==> src/rtl/array_rw_port_ctrl.sv <==
// Single-port RW0 array front end: round-robin write/read arbitration plus credit-managed
// response FIFO. Define ARRAY_RW_CTRL_PERF_EN to add saturating conflict/stall counters.
module array_rw_port_ctrl #(
    parameter int unsigned ADDR_W     = 3,
    parameter int unsigned DATA_W     = 30,
    parameter int unsigned SEG        = 2,
    parameter int unsigned RESP_DEPTH = 2
) (
    input  logic              clock,
    input  logic              reset,

    input  logic              wr_valid,
    output logic              wr_ready,
    input  logic [ADDR_W-1:0] wr_addr,
    input  logic [SEG-1:0]    wr_mask,
    input  logic [DATA_W-1:0] wr_data,

    input  logic              rd_valid,
    output logic              rd_ready,
    input  logic [ADDR_W-1:0] rd_addr,

    output logic              resp_valid,
    input  logic              resp_ready,
    output logic [DATA_W-1:0] resp_data,

    output logic [ADDR_W-1:0] RW0_addr,
    output logic              RW0_en,
    output logic              RW0_wmode,
    output logic [SEG-1:0]    RW0_wmask,
    output logic [DATA_W-1:0] RW0_wdata,
    input  logic [DATA_W-1:0] RW0_rdata
`ifdef ARRAY_RW_CTRL_PERF_EN
    ,
    output logic [15:0]       perf_conflict_cnt,
    output logic [15:0]       perf_credit_stall_cnt
`endif
);

    localparam int unsigned PTR_W = (RESP_DEPTH > 1) ? $clog2(RESP_DEPTH) : 1;
    localparam int unsigned CNT_W = $clog2(RESP_DEPTH + 1);

    logic              blk_q;
    logic              prefer_wr_q;
    logic              inflight_q;
    logic [CNT_W-1:0]  count_q;
    logic [PTR_W-1:0]  wr_ptr_q;
    logic [PTR_W-1:0]  rd_ptr_q;
    logic [DATA_W-1:0] fifo_q [RESP_DEPTH];

    logic active;
    logic credit_ok;
    logic rd_elig;
    logic contest;
    logic grant_wr;
    logic grant_rd;
    logic push;
    logic pop;

    // Grants are held off during reset and for one cycle after it.
    assign active    = !reset && !blk_q;
    assign credit_ok = (32'(count_q) + 32'(inflight_q)) < RESP_DEPTH;
    assign rd_elig   = rd_valid && credit_ok;
    assign contest   = active && wr_valid && rd_elig;

    always_comb begin
        grant_wr = 1'b0;
        grant_rd = 1'b0;
        if (active) begin
            if (wr_valid && rd_elig) begin
                if (prefer_wr_q) begin
                    grant_wr = 1'b1;
                end else begin
                    grant_rd = 1'b1;
                end
            end else if (wr_valid) begin
                grant_wr = 1'b1;
            end else if (rd_elig) begin
                grant_rd = 1'b1;
            end
        end
    end

    always_comb begin
        wr_ready  = grant_wr;
        rd_ready  = grant_rd;
        RW0_en    = grant_wr || grant_rd;
        RW0_wmode = grant_wr;
        RW0_addr  = '0;
        RW0_wmask = '0;
        RW0_wdata = '0;
        if (grant_wr) begin
            RW0_addr  = wr_addr;
            RW0_wmask = wr_mask;
            RW0_wdata = wr_data;
        end else if (grant_rd) begin
            RW0_addr  = rd_addr;
        end
    end

    // Read data lands one cycle after issue; the credit check guarantees a free slot.
    assign push       = inflight_q;
    assign resp_valid = !reset && (count_q != '0);
    assign resp_data  = fifo_q[rd_ptr_q];
    assign pop        = resp_valid && resp_ready;

    always_ff @(posedge clock) begin
        if (reset) begin
            blk_q       <= 1'b1;
            prefer_wr_q <= 1'b1;
            inflight_q  <= 1'b0;
            count_q     <= '0;
            wr_ptr_q    <= '0;
            rd_ptr_q    <= '0;
        end else begin
            blk_q      <= 1'b0;
            inflight_q <= grant_rd;
            if (contest) begin
                prefer_wr_q <= !grant_wr;
            end
            if (push) begin
                wr_ptr_q <= (wr_ptr_q == PTR_W'(RESP_DEPTH - 1)) ? '0 : wr_ptr_q + PTR_W'(1);
            end
            if (pop) begin
                rd_ptr_q <= (rd_ptr_q == PTR_W'(RESP_DEPTH - 1)) ? '0 : rd_ptr_q + PTR_W'(1);
            end
            case ({push, pop})
                2'b10:   count_q <= count_q + CNT_W'(1);
                2'b01:   count_q <= count_q - CNT_W'(1);
                default: count_q <= count_q;
            endcase
        end
    end

    always_ff @(posedge clock) begin
        if (!reset && push) begin
            fifo_q[wr_ptr_q] <= RW0_rdata;
        end
    end

    a_push_has_space: assert property (@(posedge clock) disable iff (reset)
        inflight_q |-> (32'(count_q) < RESP_DEPTH));

`ifdef ARRAY_RW_CTRL_PERF_EN
    logic [15:0] conflict_q;
    logic [15:0] stall_q;

    always_ff @(posedge clock) begin
        if (reset) begin
            conflict_q <= '0;
            stall_q    <= '0;
        end else begin
            if (contest && (conflict_q != 16'hFFFF)) begin
                conflict_q <= conflict_q + 16'd1;
            end
            if (rd_valid && !credit_ok && (stall_q != 16'hFFFF)) begin
                stall_q <= stall_q + 16'd1;
            end
        end
    end

    assign perf_conflict_cnt     = conflict_q;
    assign perf_credit_stall_cnt = stall_q;
`endif

endmodule

==> config.mk <==
export PLATFORM = sky130hd
export DESIGN_NAME = array_rw_port_ctrl
export DESIGN_NICKNAME = d
export VERILOG_FILES = /design/src/rtl/array_rw_port_ctrl.sv
export SDC_FILE = /design/constraint.sdc
export NUM_CORES = 1
export LEC_CHECK = 0
export ABC_AREA = 0
export CAP_MARGIN = 20
export CELL_PAD_IN_SITES_DETAIL_PLACEMENT = 1
export CELL_PAD_IN_SITES_GLOBAL_PLACEMENT = 1
export CORE_AREA = 2 2 133 70
export DETAILED_ROUTE_END_ITERATION = 10
export DIE_AREA = 0 0 135 72
export MAX_ROUTING_LAYER = met4
export PLACE_DENSITY = 0.89
export SYNTH_ARGS = -nofsm -noshare
export SYNTH_HDL_FRONTEND = slang
export SYNTH_SLANG_ARGS = --single-unit
==> constraint.sdc <==
create_clock -name clock -period 8.9 [get_ports clock]
set_input_delay 1.78 -clock clock [delete_from_list [all_inputs] [get_ports clock]]
set_output_delay 1.78 -clock clock [all_outputs]
set_load 0.02 [all_outputs]
==> flow_metrics.py <==
metrics = {
    "status": {
        "status": "finished clean",
    },
    "setup_path": {
        "worst_path_most_repeated_cell": "clkdlybuf4s50_1",
        "crit_chain": "clkdlybuf4s50_1 -> or2_4 -> a311oi_4 -> and2_2 -> clkdlybuf4s50_1",
        "crit_path_start_kind": "input pin",
        "crit_fanout": 34,
        "ff2ff_setup_slack_ns": 7.18,
        "worstSetupPathType": "input pin to output port",
        "reg2reg_from": "count_q[0]",
        "r2r_end": "count_q[1]",
        "cpPeakStageDelay_ns": 0.84,
        "slowest_stage": "a311oi_4",
        "r2r_cells": 5,
        "end_kind": "output port",
        "worstPathArrival_ns": 4.52,
        "required_ns": 7.12,
    },
    "final_layout": {
        "syn_to_final_growth_pct": 65.4,
        "diodes": 0,
        "multi_input_area_um2": 837,
        "drive_gt1_frac": 0.201,
        "final_area_mm2": 0.00473,
        "regArea_mm2": 0.00196,
        "num-fill-cells": 843,
        "nets": 403,
    },
    "synth": {
        "synth_fp_nets": 256,
        "synth_commonest_cells": "60 x edfxtp_1, 30 x mux2_2, 21 x and2_1",
        "synth_top_area_share": 0.630,
        "synth-async-reset-ratio": 0,
        "synth_cell_type_count": 32,
        "syn_area_per_cell_um2": 15.7,
        "synth_top_cell_by_area": "edfxtp_1",
        "syn_area_mm2": 0.00286,
        "ys.flop_type": "edfxtp_1",
        "synthTopCellsByArea": "edfxtp_1 63%, mux2_2 12%, dfxtp_1 5.6%, and2_1 4.6%, and2_2 3.1%",
        "synth.most_common_cell": "edfxtp_1",
        "synth_edf_count": 60,
        "syn-instance-count": 182,
        "synth_seq_cells": 68,
        "ys_warn_count": 0,
        "synth.yosys.seq_area_share": 0.686,
    },
    "sta": {
        "rsz0062_at_grt": "false",
        "slew_violations": 0,
        "skew_ns": 0.00491,
        "fin_crit_sh": 0.708,
        "whs_ns": 0.521,
        "fin_tns_setup_ns": 0,
        "max_slew_margin": 0.357,
        "fmax_mhz": 159,
        "finalSetupViolCount": 0,
        "finalHoldViolations": 0,
        "fin_ws_ns": 2.60,
        "finalCriticalPeriod_ns": 6.30,
        "tightest_slew_ns": 0.965,
    },
    "placement": {
        "dp_hpwl_um": 5540,
        "gp_congestion": 0.738,
        "portBuffers": 142,
        "dpl_cell_area_mm2": 0.00440,
        "place_ws_ns": 2.57,
    },
    "route": {
        "wirelength_um": 7460,
        "ant_nets": 0,
        "vias": 2028,
        "vias_per_cell": 4.50,
        "remaining_drc_errors": 0,
        "drt_iter0_drc": 50,
        "wire_per_inst_um": 16.5,
        "drt-pass1-iter-count": 4,
    },
    "die": {
        "start_util": 0.336,
        "core-area_mm2": 0.00853,
        "die_area_mm2": 0.00972,
        "ios": 143,
        "rows": 24,
        "die_w_um": 135,
        "die_h_um": 72,
    },
    "clocking": {
        "hold_buffers": 0,
        "clk_path_buf_depth": 2,
        "clk_latency_ns": 0.32,
        "cts_tree": "built",
        "cts_setup_buffers": 0,
        "clkSinkCount": 68,
        "cts.clk_slew.worst_paths_ns": 0.05,
        "cts_buffers": 9,
        "htreeDepth": 3,
        "clock-root-buffer": "clkbuf_16",
        "cts_resized": 0,
    },
    "pwr": {
        "power.leakage_nw": 1.63,
        "p_per_area_mw_per_mm2": 178,
        "ir_worst_vdd_mv": 0.107,
    },
    "global_routing": {
        "first_global_vias": 2258,
        "grt_pass1_wl_um": 11700,
        "track_usage": 0.164,
        "overflow": 0,
        "grt_max_degree": 35,
        "antenna_found_initial": 0,
    },
    "worst_hold_path": {
        "holdPathStages": 1,
        "min_path_type": "register to register",
        "hold_path_startpoint": "rd_ptr_q",
    },
    "flow_run": {
        "cap_violations": 0,
    },
}
==> where the power goes <==
part,leakage [nW],internal [W],total [W],switching [W]
Sequential,0.606,0.000351,0.000355,0.00000313
Clock,0.163,0.000272,0.000391,0.000119
Combinational,0.862,0.0000584,0.0000962,0.0000378
==> flip-flops by register name, summed over array words and instances, names as in the netlist, named ones only <==
register     cells
prefer_wr_q      1
fifo_q          60
wr_ptr_q         1
rd_ptr_q         1
inflight_q       1
blk_q            1
count_q          2
==> per-layer routing <==
| metal | GRT usage | routed length (um) |
|---|---|---|
| met1 | 0.149 | 2580 |
| met2 | 0.330 | 4210 |
| met3 | 0.0489 | 535 |
| met4 | 0.0567 | 140 |
| met5 | - | 0 |
==> per-stage QoR <==
| step | std cells | util | power (W) |
|---|---|---|---|
| final | 451 | 0.555 | 0.000842 |
| after CTS | 451 | 0.555 | 0.000854 |
| after global routing | 451 | 0.555 | 0.000872 |
| after detailed placement | 435 | 0.516 | 0.000458 |
| after global placement | 435 | 0.516 | 0.000454 |
| after floorplan | 182 | - | 0.000399 |
==> layout make-up <==
| type | count | area share |
|---|---|---|
| Sequential cell | 68 | 0.414 |
| Timing Repair Buffer | 145 | 0.305 |
| Tap cell | 117 | 0.0309 |
| Clock buffer | 11 | 0.0492 |
| Clock inverter | 5 | 0.0211 |
| Multi-Input combinational cell | 102 | 0.177 |
| Inverter | 3 | 0.00238 |
==> worst max-delay path: cells and delay by family <==
family,cells,cell delay [ns]
buffers and inverters,2,1.23
AOI/OAI and AO/OA,1,0.84
and+or+nand+nor,2,0.67
==> placed cells by master, fill, tap and decap left out, drive strengths merged <==
| cell | synthesis | final |
|---|---|---|
| and2 | 33 | 33 |
| dfxtp | 8 | 8 |
| nand2b | 1 | 1 |
| o211ai | 1 | 1 |
| clkinv | 0 | 2 |
| edfxtp | 60 | 60 |
| o21ba | 1 | 1 |
| buf | 5 | 3 |
| mux2i | 3 | 3 |
| inv | 3 | 3 |
| bufinv | 0 | 3 |
| nand2 | 4 | 4 |
| or3 | 1 | 1 |
| xor2 | 1 | 1 |
| nor2b | 1 | 1 |
| nand4b | 1 | 1 |
| a311oi | 1 | 1 |
| nand3 | 3 | 3 |
| nor3b | 1 | 1 |
| o22ai | 3 | 3 |
| nor2 | 8 | 8 |
| ha | 1 | 1 |
| nor3 | 1 | 1 |
| xnor2 | 2 | 2 |
| o21ai | 1 | 1 |
| a21oi | 2 | 2 |
| clkdlybuf4s50 | 0 | 142 |
| or2 | 1 | 1 |
| clkbuf | 4 | 11 |
| mux2 | 30 | 30 |
| and3 | 1 | 1 |
==> logic make-up after synthesis <==
kind of cell / share of synthesized area
mux: 0.129
xor+xnor: 0.00918
simple gates: 0.120
flops: 0.686
fa+ha+maj: 0.00437
buf+inv: 0.0254
compound gates: 0.0271
==> how the worst max path moves through the flow <==
| stage | startpoint | end | slack, ns | cells after the start |
|---|---|---|---|---|
| 2_1_floorplan | reset | fifo_q[1][0] | 4.24 | 2 |
| 3_3_place_gp | reset | RW0_wdata[9] | 2.72 | 5 |
| 3_5_place_dp | reset | RW0_wdata[9] | 2.57 | 5 |
| 4_1_cts | reset | RW0_wdata[9] | 2.56 | 5 |
| 5_1_grt | reset | RW0_wdata[9] | 2.34 | 5 |
| 6_report | reset | RW0_wdata[8] | 2.60 | 5 |
No activity file was read; power rests on OpenSTA's default activity.
